<file path="src/rtl/adc_sample_filter.sv">
// adc_sample_filter: conditions the raw external ADC nibble for the fan
// controller core. The asynchronous strobe is synchronised and edge-detected,
// one sample is accepted per strobe rising edge, 2^AVG_LOG2 accepted samples
// are averaged with round-half-up, and the mean is delivered with a clean
// single-enabled-cycle strobe.
//
// Optional feature (macro ADC_SAMPLE_TIMEOUT_EN): sample-timeout watchdog.
// After TIMEOUT_CYCLES enabled cycles without an accept it raises fault_o,
// drives an all-ones value (fan to full speed) with one strobe, and clears
// the partial average. The next accept clears the fault.
//
// Ports:
//   clk_i             system clock
//   rstn_i            asynchronous active-low reset
//   clk_en_i          clock enable; every register advances only when 1
//   ADC_value_i       raw ADC sample (asynchronous)
//   dataVaild_STRB_i  raw sample strobe (asynchronous, level-high)
//   ADC_value_o       filtered (rounded mean) value, held between strobes
//   dataVaild_STRB_o  one-enabled-cycle pulse marking a new ADC_value_o
//   fault_o           sample-timeout fault (constant 0 without the macro)
module adc_sample_filter #(
  parameter int unsigned ADC_BITWIDTH   = 4,
  parameter int unsigned AVG_LOG2       = 2,
  parameter int unsigned TIMEOUT_CYCLES = 1000
) (
  input  logic                    clk_i,
  input  logic                    rstn_i,
  input  logic                    clk_en_i,
  input  logic [ADC_BITWIDTH-1:0] ADC_value_i,
  input  logic                    dataVaild_STRB_i,
  output logic [ADC_BITWIDTH-1:0] ADC_value_o,
  output logic                    dataVaild_STRB_o,
  output logic                    fault_o
);

  localparam int unsigned ACC_W = ADC_BITWIDTH + AVG_LOG2;
  localparam int unsigned CNT_W = AVG_LOG2 + 1;
  localparam logic [CNT_W-1:0] CNT_FULL = CNT_W'(2 ** AVG_LOG2);
  // Half an LSB of the mean; zero for pass-through.
  localparam logic [ACC_W-1:0] RND = ACC_W'((2 ** AVG_LOG2) >> 1);

  // Elaboration guard on configuration.
  if (TIMEOUT_CYCLES == 0) begin : g_bad_timeout_cfg
    $error("adc_sample_filter: TIMEOUT_CYCLES must be nonzero");
  end

  typedef enum logic {
    ST_ACCUM = 1'b0,
    ST_EMIT  = 1'b1
  } state_t;

  state_t                  state_q, state_d;
  logic                    s1_q, s2_q, s3_q;
  logic [ADC_BITWIDTH-1:0] d1_q, d2_q;
  logic [ACC_W-1:0]        acc_q, acc_d;
  logic [CNT_W-1:0]        cnt_q, cnt_d;
  logic [ADC_BITWIDTH-1:0] val_q, val_d;
  logic                    strb_q, strb_d;
  logic                    accept;
  logic [ACC_W-1:0]        sample;
  logic [ACC_W-1:0]        rnd_sum;
  logic [ADC_BITWIDTH-1:0] mean;

`ifdef ADC_SAMPLE_TIMEOUT_EN
  localparam int unsigned TCNT_W = $clog2(TIMEOUT_CYCLES + 1);
  localparam logic [TCNT_W-1:0] TCNT_MAX  = TCNT_W'(TIMEOUT_CYCLES);
  localparam logic [TCNT_W-1:0] TCNT_LAST = TCNT_W'(TIMEOUT_CYCLES - 1);
  logic [TCNT_W-1:0] tcnt_q, tcnt_d;
  logic              fault_q, fault_d;
`endif

  // Rising edge of the synchronised strobe; d2_q is aligned with s2_q.
  assign accept  = s2_q & ~s3_q;
  assign sample  = ACC_W'(d2_q);
  assign rnd_sum = acc_q + RND;
  assign mean    = ADC_BITWIDTH'(rnd_sum >> AVG_LOG2);

  // Next-state and next-output logic.
  always_comb begin
    state_d = state_q;
    acc_d   = acc_q;
    cnt_d   = cnt_q;
    val_d   = val_q;
    strb_d  = 1'b0;
`ifdef ADC_SAMPLE_TIMEOUT_EN
    tcnt_d  = tcnt_q;
    fault_d = fault_q;
`endif
    case (state_q)
      ST_ACCUM: begin
        if (accept) begin
          acc_d = acc_q + sample;
          cnt_d = cnt_q + CNT_W'(1);
          if ((cnt_q + CNT_W'(1)) == CNT_FULL) state_d = ST_EMIT;
        end
      end
      ST_EMIT: begin
        val_d  = mean;
        strb_d = 1'b1;
        if (accept) begin
          // Accept during emit opens the next window.
          acc_d   = sample;
          cnt_d   = CNT_W'(1);
          state_d = (CNT_FULL == CNT_W'(1)) ? ST_EMIT : ST_ACCUM;
        end else begin
          acc_d   = '0;
          cnt_d   = '0;
          state_d = ST_ACCUM;
        end
      end
      default: state_d = ST_ACCUM;
    endcase
`ifdef ADC_SAMPLE_TIMEOUT_EN
    // Watchdog: an accept always wins over a coincident timeout.
    if (accept) begin
      tcnt_d  = '0;
      fault_d = 1'b0;
    end else if (tcnt_q == TCNT_LAST) begin
      tcnt_d  = TCNT_MAX;
      fault_d = 1'b1;
      val_d   = '1;
      strb_d  = 1'b1;
      acc_d   = '0;
      cnt_d   = '0;
      state_d = ST_ACCUM;
    end else if (tcnt_q != TCNT_MAX) begin
      tcnt_d = tcnt_q + TCNT_W'(1);
    end
`endif
  end

  // State, synchroniser and output registers.
  always_ff @(posedge clk_i or negedge rstn_i) begin
    if (!rstn_i) begin
      state_q <= ST_ACCUM;
      s1_q    <= 1'b0;
      s2_q    <= 1'b0;
      s3_q    <= 1'b0;
      d1_q    <= '0;
      d2_q    <= '0;
      acc_q   <= '0;
      cnt_q   <= '0;
      val_q   <= '0;
      strb_q  <= 1'b0;
`ifdef ADC_SAMPLE_TIMEOUT_EN
      tcnt_q  <= '0;
      fault_q <= 1'b0;
`endif
    end else if (clk_en_i) begin
      state_q <= state_d;
      s1_q    <= dataVaild_STRB_i;
      s2_q    <= s1_q;
      s3_q    <= s2_q;
      d1_q    <= ADC_value_i;
      d2_q    <= d1_q;
      acc_q   <= acc_d;
      cnt_q   <= cnt_d;
      val_q   <= val_d;
      strb_q  <= strb_d;
`ifdef ADC_SAMPLE_TIMEOUT_EN
      tcnt_q  <= tcnt_d;
      fault_q <= fault_d;
`endif
    end
  end

  assign ADC_value_o      = val_q;
  assign dataVaild_STRB_o = strb_q;
`ifdef ADC_SAMPLE_TIMEOUT_EN
  assign fault_o = fault_q;
`else
  assign fault_o = 1'b0;
`endif

endmodule
</file>
<file path="config.mk">
export PLATFORM = sky130hd
export DESIGN_NAME = adc_sample_filter
export DESIGN_NICKNAME = d
export VERILOG_FILES = /design/src/rtl/adc_sample_filter.sv
export SDC_FILE = /design/constraint.sdc
export NUM_CORES = 1
export LEC_CHECK = 0
export ABC_AREA = 1
export CORE_ASPECT_RATIO = 0.7
export CORE_MARGIN = 4
export CORE_UTILIZATION = 45
export DETAILED_ROUTE_END_ITERATION = 10
export GPL_TIMING_DRIVEN = 0
export PLACE_DENSITY_LB_ADDON = 0.1
export SLEW_MARGIN = 10
export SYNTH_ARGS = -nofsm -noshare
export SYNTH_HDL_FRONTEND = slang
export SYNTH_SLANG_ARGS = --single-unit
</file>
<file path="constraint.sdc">
create_clock -name clk_i -period 3.63 [get_ports clk_i]
set_clock_uncertainty 0.2 [all_clocks]
set_input_delay 0.726 -clock clk_i [delete_from_list [all_inputs] [get_ports clk_i]]
set_output_delay 0.726 -clock clk_i [all_outputs]
set_load 0.03 [all_outputs]
</file>
Word level (Yosys, flattened, before mapping)
Cells that the tools add are included.
W data, S select, Z words.
{"block": "totals", "reg_bits": 26, "latch_bits": 0, "ram_bits": 0, "mem_bits_ro": 0, "inputBits": 8, "wordCells": 30, "mem_count": 0}
{"block": "classes", "addsub": 3, "n_mul": 0, "div_mod_pow": 0, "magnitude_cmp": 0, "eq_ne": 2, "n_shift": 0, "n_mux": 10, "bitwise": 3, "reduce_logical": 2}
{"operator": "$pmux W6 S2", "n": 1}
{"operator": "$add A6 B2 Y6 const B", "n": 1}
{"operator": "$add A6 B4 Y6", "n": 1}
{"operator": "$mux W6", "n": 1}
{"operator": "$pmux W3 S2", "n": 1}
{"operator": "$mux W1", "n": 4}
{"operator": "$mux W4", "n": 1}
{"operator": "$reduce_and A2 Y1", "n": 2}
{"operator": "$add A3 B1 Y3 const B", "n": 1}
{"operator": "$eq A3 B3 Y1 const B", "n": 1}
{"operator": "$mux W3", "n": 1}
{"operator": "$ne A2 B2 Y1 const B", "n": 1}
{"operator": "$not A1 Y1", "n": 2}
{"operator": "$pmux W1 S2", "n": 1}
{"operator": "$and A1 B1 Y1", "n": 1}

Depth between registers and ports, before layout
Gate-level depths: netlist (run 1).
{"block": "depth", "ltp_word": 5, "mapped_depth": 11, "depth_no_buf": 11}

Least setup slack after synthesis (run 1)
No wires, ideal clock.
{"block": "synth_path", "path_type": "input-to-reg", "startpoint": "input clk_en_i", "endpoint": "register acc_q[0]", "t_arrival_ns": 1.313, "setup_slack_ns": 1.992, "stages": 3, "n_path_buf": 0, "path_cell_list": "nand3_2 -> nand2_4 -> mux2_2"}
{"block": "synth_between", "elab_chain_len": 1}
{"item": "from (decl)", "line_no": "28", "rtl": "input logic clk_en_i,"}
{"item": "$reduce_and A2 Y1 (no source line)"}
{"item": "to (signal assigned)", "line_no": "141", "rtl": "acc_q <= '0;"}
{"item": "to (signal assigned)", "line_no": "156", "rtl": "acc_q <= acc_d;"}
{"item": "to (decl)", "line_no": "55", "rtl": "logic [ACC_W-1:0] acc_q, acc_d;"}
Every way passes these cells.
A chain may end at the register's enable or synchronous reset.

Final worst setup path (run 1)
{"block": "layout_path", "startpoint": "register val_q[0], in the netlist ADC_value_o[0]", "endpoint": "output ADC_value_o[0]"}
{"item": "from (decl)", "line_no": "57", "rtl": "logic [ADC_BITWIDTH-1:0] val_q, val_d;"}
{"item": "from (signal assigned)", "line_no": "158", "rtl": "val_q <= val_d;"}
{"item": "to (decl)", "line_no": "31", "rtl": "output logic [ADC_BITWIDTH-1:0] ADC_value_o,"}
No word-level cell between the ends.

==> results of run 1 <==
## state kept, by name, indices dropped and copies added (netlist names)
signal,cells
acc_q,6
ADC_value_o,4
d1_q,4
d2_q,4
cnt_q,3
dataVaild_STRB_o,1
s1_q,1
s2_q,1
s3_q,1
state_q,1
## cell usage after synthesis, drive strengths merged (2+ instances only)
cell type	n	area [µm²]
nand3	10	55.1
xor2	3	26.3
o22ai	2	12.5
mux2	6	67.6
ha	7	87.6
nor2	6	22.5
dfrtp	26	651
nand2	31	126
buf	3	17.5
inv	18	67.6
a21oi	5	25.0
o21ai	15	75.1
## power by group through the flow
stage | logic, mW | clock network, mW | registers [mW]
detailed placement | 0.389 | 0 | 0.440
global placement | 0.369 | 0 | 0.436
CTS | 0.391 | 0.192 | 0.434
global route | 0.454 | 0.206 | 0.442
floorplan | 0.241 | 0 | 0.461
finish | 0.385 | 0.188 | 0.433
## metal layers
| layer | up-vias | part of all wire, % |
|---|---|---|
| li1 | 477 | - |
| met1 | 451 | 50 |
| met2 | 15 | 44 |
| met3 | 4 | 4.9 |
| met4 | 0 | 0.88 |
| met5 | - | 0 |
## worst max path at each step
stage | start | slack, ns | end
after floorplan | clk_en_i | 1.99 | acc_q[0]$_DFFE_PN0P_
after global placement | rstn_i | 1.31 | ADC_value_o[1]$_DFFE_PN0P_
after detailed placement | rstn_i | 1.25 | acc_q[3]$_DFFE_PN0P_
after CTS | ADC_value_o[1]$_DFFE_PN0P_ | 1.38 | ADC_value_o[1]
after global routing | dataVaild_STRB_o$_DFFE_PN0P_ | 1.34 | dataVaild_STRB_o
final | ADC_value_o[0]$_DFFE_PN0P_ | 1.40 | ADC_value_o[0]
## logic make-up after synthesis
group                    Yosys count  share of synthesized area, %
multiplexers                       6                          5.26
other                              1                         0.292
buffers and inverters             22                          6.91
AND/OR/NAND/NOR                   48                          16.4
AO/OA/AOI/OAI                     24                          10.1
XOR/XNOR                           3                          2.05
flip-flops                        26                          50.6
adder cells (fa/ha/maj)            8                          8.37
## per-stage QoR
stage | power [mW] | std cells
finish | 1.01 | 188
global route | 1.10 | 188
CTS | 1.02 | 188
detailed placement | 0.829 | 184
global placement | 0.805 | 184
floorplan | 0.702 | 138
## cell type report
cell class                 instances  area, µm²  share of cell area (%)
inverter                          18       67.6                    4.51
clock buffer                       4       55.1                    3.68
timing repair buffer              12        115                    7.69
buffer                             4       21.3                    1.42
tap                               34       42.5                    2.84
sequential                        26        651                    43.4
multi-input combinational         90        546                    36.4
==> flow_summary.toml, run 1 <==
[synth]
synthFlopType = "dfrtp_1"
number_of_flip_flops_and_latches_in_the_synthesized_netlist = 26
synth_cells = 138
yosys.cell_types.count = 23
syn_area_per_cell_um2 = 9.31
syn_area_um2 = 1280
syn-num-nets = 154
ys_seq_area_share_pct = 50.6
synth_edf_count = 0
synth_async_sr_flop_share_pct = 100
yosys_warnings = 0

[clock_tree]
clock_buffer_count_from_cts = 3
cts_tree = "yes"
postCtsSetupBuffers = 0
clkSlewWorstSetupHoldPaths_ns = 0.08
insertion_delay_ns = 0.27
number_of_gates_resized_after_cts = 0
number_of_h_tree_levels = 1
postCtsHoldBufs = 0
tritoncts_num_sinks = 26
clk_root_buffer_cell = "clkbuf_8"
cts_max_path_buffers = 2

[timing]
setup-violations-final = 0
worst_hold_slack_ns = 0.238
layout_min_cycle_time_ns = 2.23
worst_slew_margin_rel_pct = 62.0
total_count_of_max_transition_violations_in_the_final_report = 0
finalHoldViolCount = 0
fin_setup_tns_ns = 0
postLayoutSetupSlackWorst_ns = 1.40
max_freq_mhz = 448
finalCritPeriodShare_pct = 61.6
tightest_slew_ns = 0.569
grt_setup_unrepaired = "no"

[worst_setup_path]
path_cells = "clkdlybuf4s50_1"
worst-endpoint-arrival_ns = 1.31
critPathMaxStageDelay_ns = 0.67
startpoint_type = "flop"
end_kind = "primary output"
critical_path_depth = 1
regToRegStartpoint = "d2_q[0]$_DFFE_PN0P_"
critical_path.n_buffers_inverters = 1
timing.critical_path.slowest_stage_cell = "clkdlybuf4s50_1"
critical-path-top-delay-family = "buffers and inverters"
timing_worst_setup_path_type = "flop to primary output"
required_time_worst_endpoint_ns = 2.70
critical_path_peak_fanout = 2
critical_path.reg2reg.endpoint = "acc_q[4]$_DFFE_PN0P_"
worst-r2r-cell-count = 11
reg2reg_setup_slack_ns = 1.86

[grt]
grt_overflow_total = 0
grt_max_degree = 27
track_usage_pct = 15.5
grt_pass1_vias = 1017
grt_first_pass_wirelength_mm = 4.42
grt_antenna_before_repair = 0
groute.layer.met3.usage_pct = 4.79
globalRouteMet2Util_pct = 25.0
grt.busiest_layer = "met2"
grt.met1_usage_pct = 19.8

[detailed_routing]
drt-vias-per-instance = 5.04
drt_iter0_drc = 37
drt_pass1_iterations = 5
ant_nets = 0
detail_route.drc_violations = 0
postRouteWirelength_mm = 2.39
post_drt_wl_per_cell_um = 12.7
detailroute.via_count = 947

[power_and_ir_drop]
power.leakage_nw = 0.741
power_density_nw_per_um2 = 672
share_comb_of_total_power_pct = 38.3
sequentialPowerShare_pct = 43.1
power_switching_mw = 0.369
vdd_ir_drop_max_mv = 0.447
switching_share_pct = 36.7
power.share.clock_pct = 18.7
intPower_mw = 0.637

[die]
placement_rows = 15
io-pin-count = 14
chipHeight_um = 52.7
fp.dieArea_um2 = 3790
core_region_um2 = 2590
dieWidth_um = 71.9
initial_util_pct = 49.6

[flow_run]
maxCapViolCount = 0

[layout]
utilization_pct = 57.8
mostFrequentLayoutCell = "nand2_1"
n_fill_cell = 233
fin_area_um2 = 1500
area_growth_pct = 16.6
final_layout_size_suffix_gt1_share_pct = 11.7
finalNetCount = 171
mostFrequentLayoutCells = "29 x nand2_1, 26 x dfrtp_1, 18 x inv_1, 14 x o21ai_0, 11 x clkdlybuf4s50_1"
n_antenna_cell = 0

[outcome]
run_status = "completed"

[placed_design]
detailedPlacementHpwl_mm = 1.82
dp_slack_ns = 1.25
placed_area_um2 = 1450
buffer_ports.inserted = 12
gp_routability_congestion = 0.792

[worst_hold_path]
hold_path.class = "primary input to asynchronous set/reset pin"
Power figures use the tool's default switching activity.
==> run 2: changes to the inputs <==
Clock period 3.63 ns to 1.85 ns, I/O delays scaled along.
==> run 2 against run 1 <==
  * Global-route usage stayed put
  * Die area unchanged
  * Wire length grew 2.5%
  * Combinational power is 98% higher
  * Utilization rose by 0.92 points
  * Sequential cell count did not move
  * Worst setup slack worse by 1.3 ns
  * Clock power grew 96%
  * Power rose by 97%
  * Non-clock buffer count increased by 2
  * Critical endpoint is now acc_q[4]$_DFFE_PN0P_
  * Highest routed layer unchanged
==> flow_summary.toml, run 2 (same netlist as run 1, synthesis figures left out) <==
[outcome]
run_status = "completed"

[power_and_ir_drop]
power.leakage_nw = 0.764
power_switching_mw = 0.743
switching_share_pct = 37.4
share_comb_of_total_power_pct = 38.5
power_density_nw_per_um2 = 1300
total_power_mw = 1.98
vdd_ir_drop_max_mv = 0.823
power.share.clock_pct = 18.6
sequentialPowerShare_pct = 42.9
intPower_mw = 1.24

[layout]
n_antenna_cell = 0
fin_area_um2 = 1520
final_layout_size_suffix_gt1_share_pct = 16.7
finalNetCount = 173
mostFrequentLayoutCells = "26 x dfrtp_1, 26 x nand2_1, 16 x inv_1, 14 x o21ai_0, 9 x nand3_1"
flip_flop_count_of_the_largest_register_after_layout = 6
area_growth_pct = 18.4
biggest_register = "acc_q"

[timing]
postLayoutSetupSlackWorst_ns = 0.120
max_freq_mhz = 578
fin_setup_tns_ns = 0
layout_min_cycle_time_ns = 1.73
tightest_slew_ns = 0.576
worst_slew_margin_rel_pct = 61.6
worst_hold_slack_ns = 0.291
finalCritPeriodShare_pct = 93.5
setup-violations-final = 0
finalHoldViolCount = 0
total_count_of_max_transition_violations_in_the_final_report = 0

[grt]
grt_max_degree = 27
grt_overflow_total = 0
track_usage_pct = 15.5
grt_pass1_vias = 1017
grt_antenna_before_repair = 0
grt_first_pass_wirelength_mm = 4.42

[clock_tree]
clkSlewWorstSetupHoldPaths_ns = 0.09
cts_max_path_buffers = 2
clock_buffer_count_from_cts = 3
number_of_h_tree_levels = 1
insertion_delay_ns = 0.27
cts_tree = "yes"
clk_root_buffer_cell = "clkbuf_8"
tritoncts_num_sinks = 26

[worst_setup_path]
worst-endpoint-arrival_ns = 1.70
critical_path.n_buffers_inverters = 2
timing.critical_path.slowest_stage_cell = "dfrtp_1"
startpoint_type = "flop"
timing_worst_setup_path_type = "flop to flop"
required_time_worst_endpoint_ns = 1.82
path_cells = "ha_2 -> inv_2 -> fa_2 -> inv_2 -> nand2_2 -> nand2_2 -> nand2_1 -> nand2_2 -> nand2_1 -> nand2_1 -> nor2_1"
end_kind = "flop"
critical_path_peak_fanout = 2
critPathMaxStageDelay_ns = 0.37
critical-path-top-delay-family = "adder cells"

[die]
io-pin-count = 14
core_region_um2 = 2590
dieWidth_um = 71.9
chipHeight_um = 52.7
placement_rows = 15
initial_util_pct = 49.6
fp.dieArea_um2 = 3790

[detailed_routing]
drt-vias-per-instance = 5.07
post_drt_wl_per_cell_um = 12.9
ant_nets = 0
drt_iter0_drc = 32
detailroute.via_count = 964
detail_route.drc_violations = 0
drt_pass1_iterations = 6
postRouteWirelength_mm = 2.45

[placed_design]
gp_routability_congestion = 0.792
detailedPlacementHpwl_mm = 1.82
buffer_ports.inserted = 12
dp_slack_ns = -0.170
placed_area_um2 = 1450

[flow_run]
maxCapViolCount = 0

[worst_hold_path]
hold_path.class = "flop to flop"
[run 2: layer usage]
metal,up-vias,share of wire (%),GRT usage (%)
met4,0,1.3,5.31
met2,17,44,25.0
li1,482,-,-
met5,-,0,0
met3,6,4.6,4.79
met1,459,50,19.8
[run 2: worst register-to-register path, cell delays in order, from the launching register on]
cell	delay (ns)
dfrtp_1	0.37
ha_2	0.20
inv_2	0.04
fa_2	0.36
inv_2	0.06
nand2_2	0.05
nand2_2	0.07
nand2_1	0.06
nand2_2	0.06
nand2_1	0.05
nand2_1	0.06
nor2_1	0.04
[run 2: final timing paths]
check,startpoint,to,slack (ns),cells after the start
setup / recovery,d2_q[0]$_DFFE_PN0P_,acc_q[4]$_DFFE_PN0P_,0.12,11
hold / removal,s1_q$_DFFE_PN0P_,s2_q$_DFFE_PN0P_,0.29,2
setup reg to reg,d2_q[0]$_DFFE_PN0P_,acc_q[4]$_DFFE_PN0P_,0.12,11
hold reg to reg,s1_q$_DFFE_PN0P_,s2_q$_DFFE_PN0P_,0.29,2
max in group asynchronous,rstn_i,acc_q[5]$_DFFE_PN0P_,0.65,2
min in group asynchronous,rstn_i,d1_q[3]$_DFFE_PN0P_,0.42,2
[run 2: power groups by stage]
| stage | Sequential, mW | Combinational [mW] | Clock (mW) |
|---|---|---|---|
| finish | 0.850 | 0.764 | 0.369 |
| global route | 0.868 | 0.898 | 0.405 |
| floorplan | 0.905 | 0.473 | 0 |
| global placement | 0.855 | 0.724 | 0 |
| CTS | 0.850 | 0.741 | 0.376 |
| detailed placement | 0.864 | 0.763 | 0 |
[run 2: metrics by stage]
| stage | utilization (%) | cells |
|---|---|---|
| after global routing | 58.7 | 190 |
| after floorplan | - | 138 |
| after detailed placement | 55.9 | 184 |
| final | 58.7 | 190 |
| after global placement | 55.9 | 184 |
| after CTS | 57.8 | 188 |
[run 2: cell type report]
class / instances / area [µm²]
Clock buffer: 4 / 55.1
Fill cell: 230 / 1070
Timing Repair Buffer: 14 / 126
Inverter: 18 / 67.6
Tap cell: 34 / 42.5
Buffer: 4 / 21.3
Sequential cell: 26 / 651
Multi-Input combinational cell: 90 / 558
[run 2: what timing repair did]
action                                 CTS  global route
pin swaps                                0             3
endpoints found under the hold margin    0            26
setup endpoints to repair                5             1
resized for setup                        5             7
hold buffers                             0             1
setup buffers                            0             1
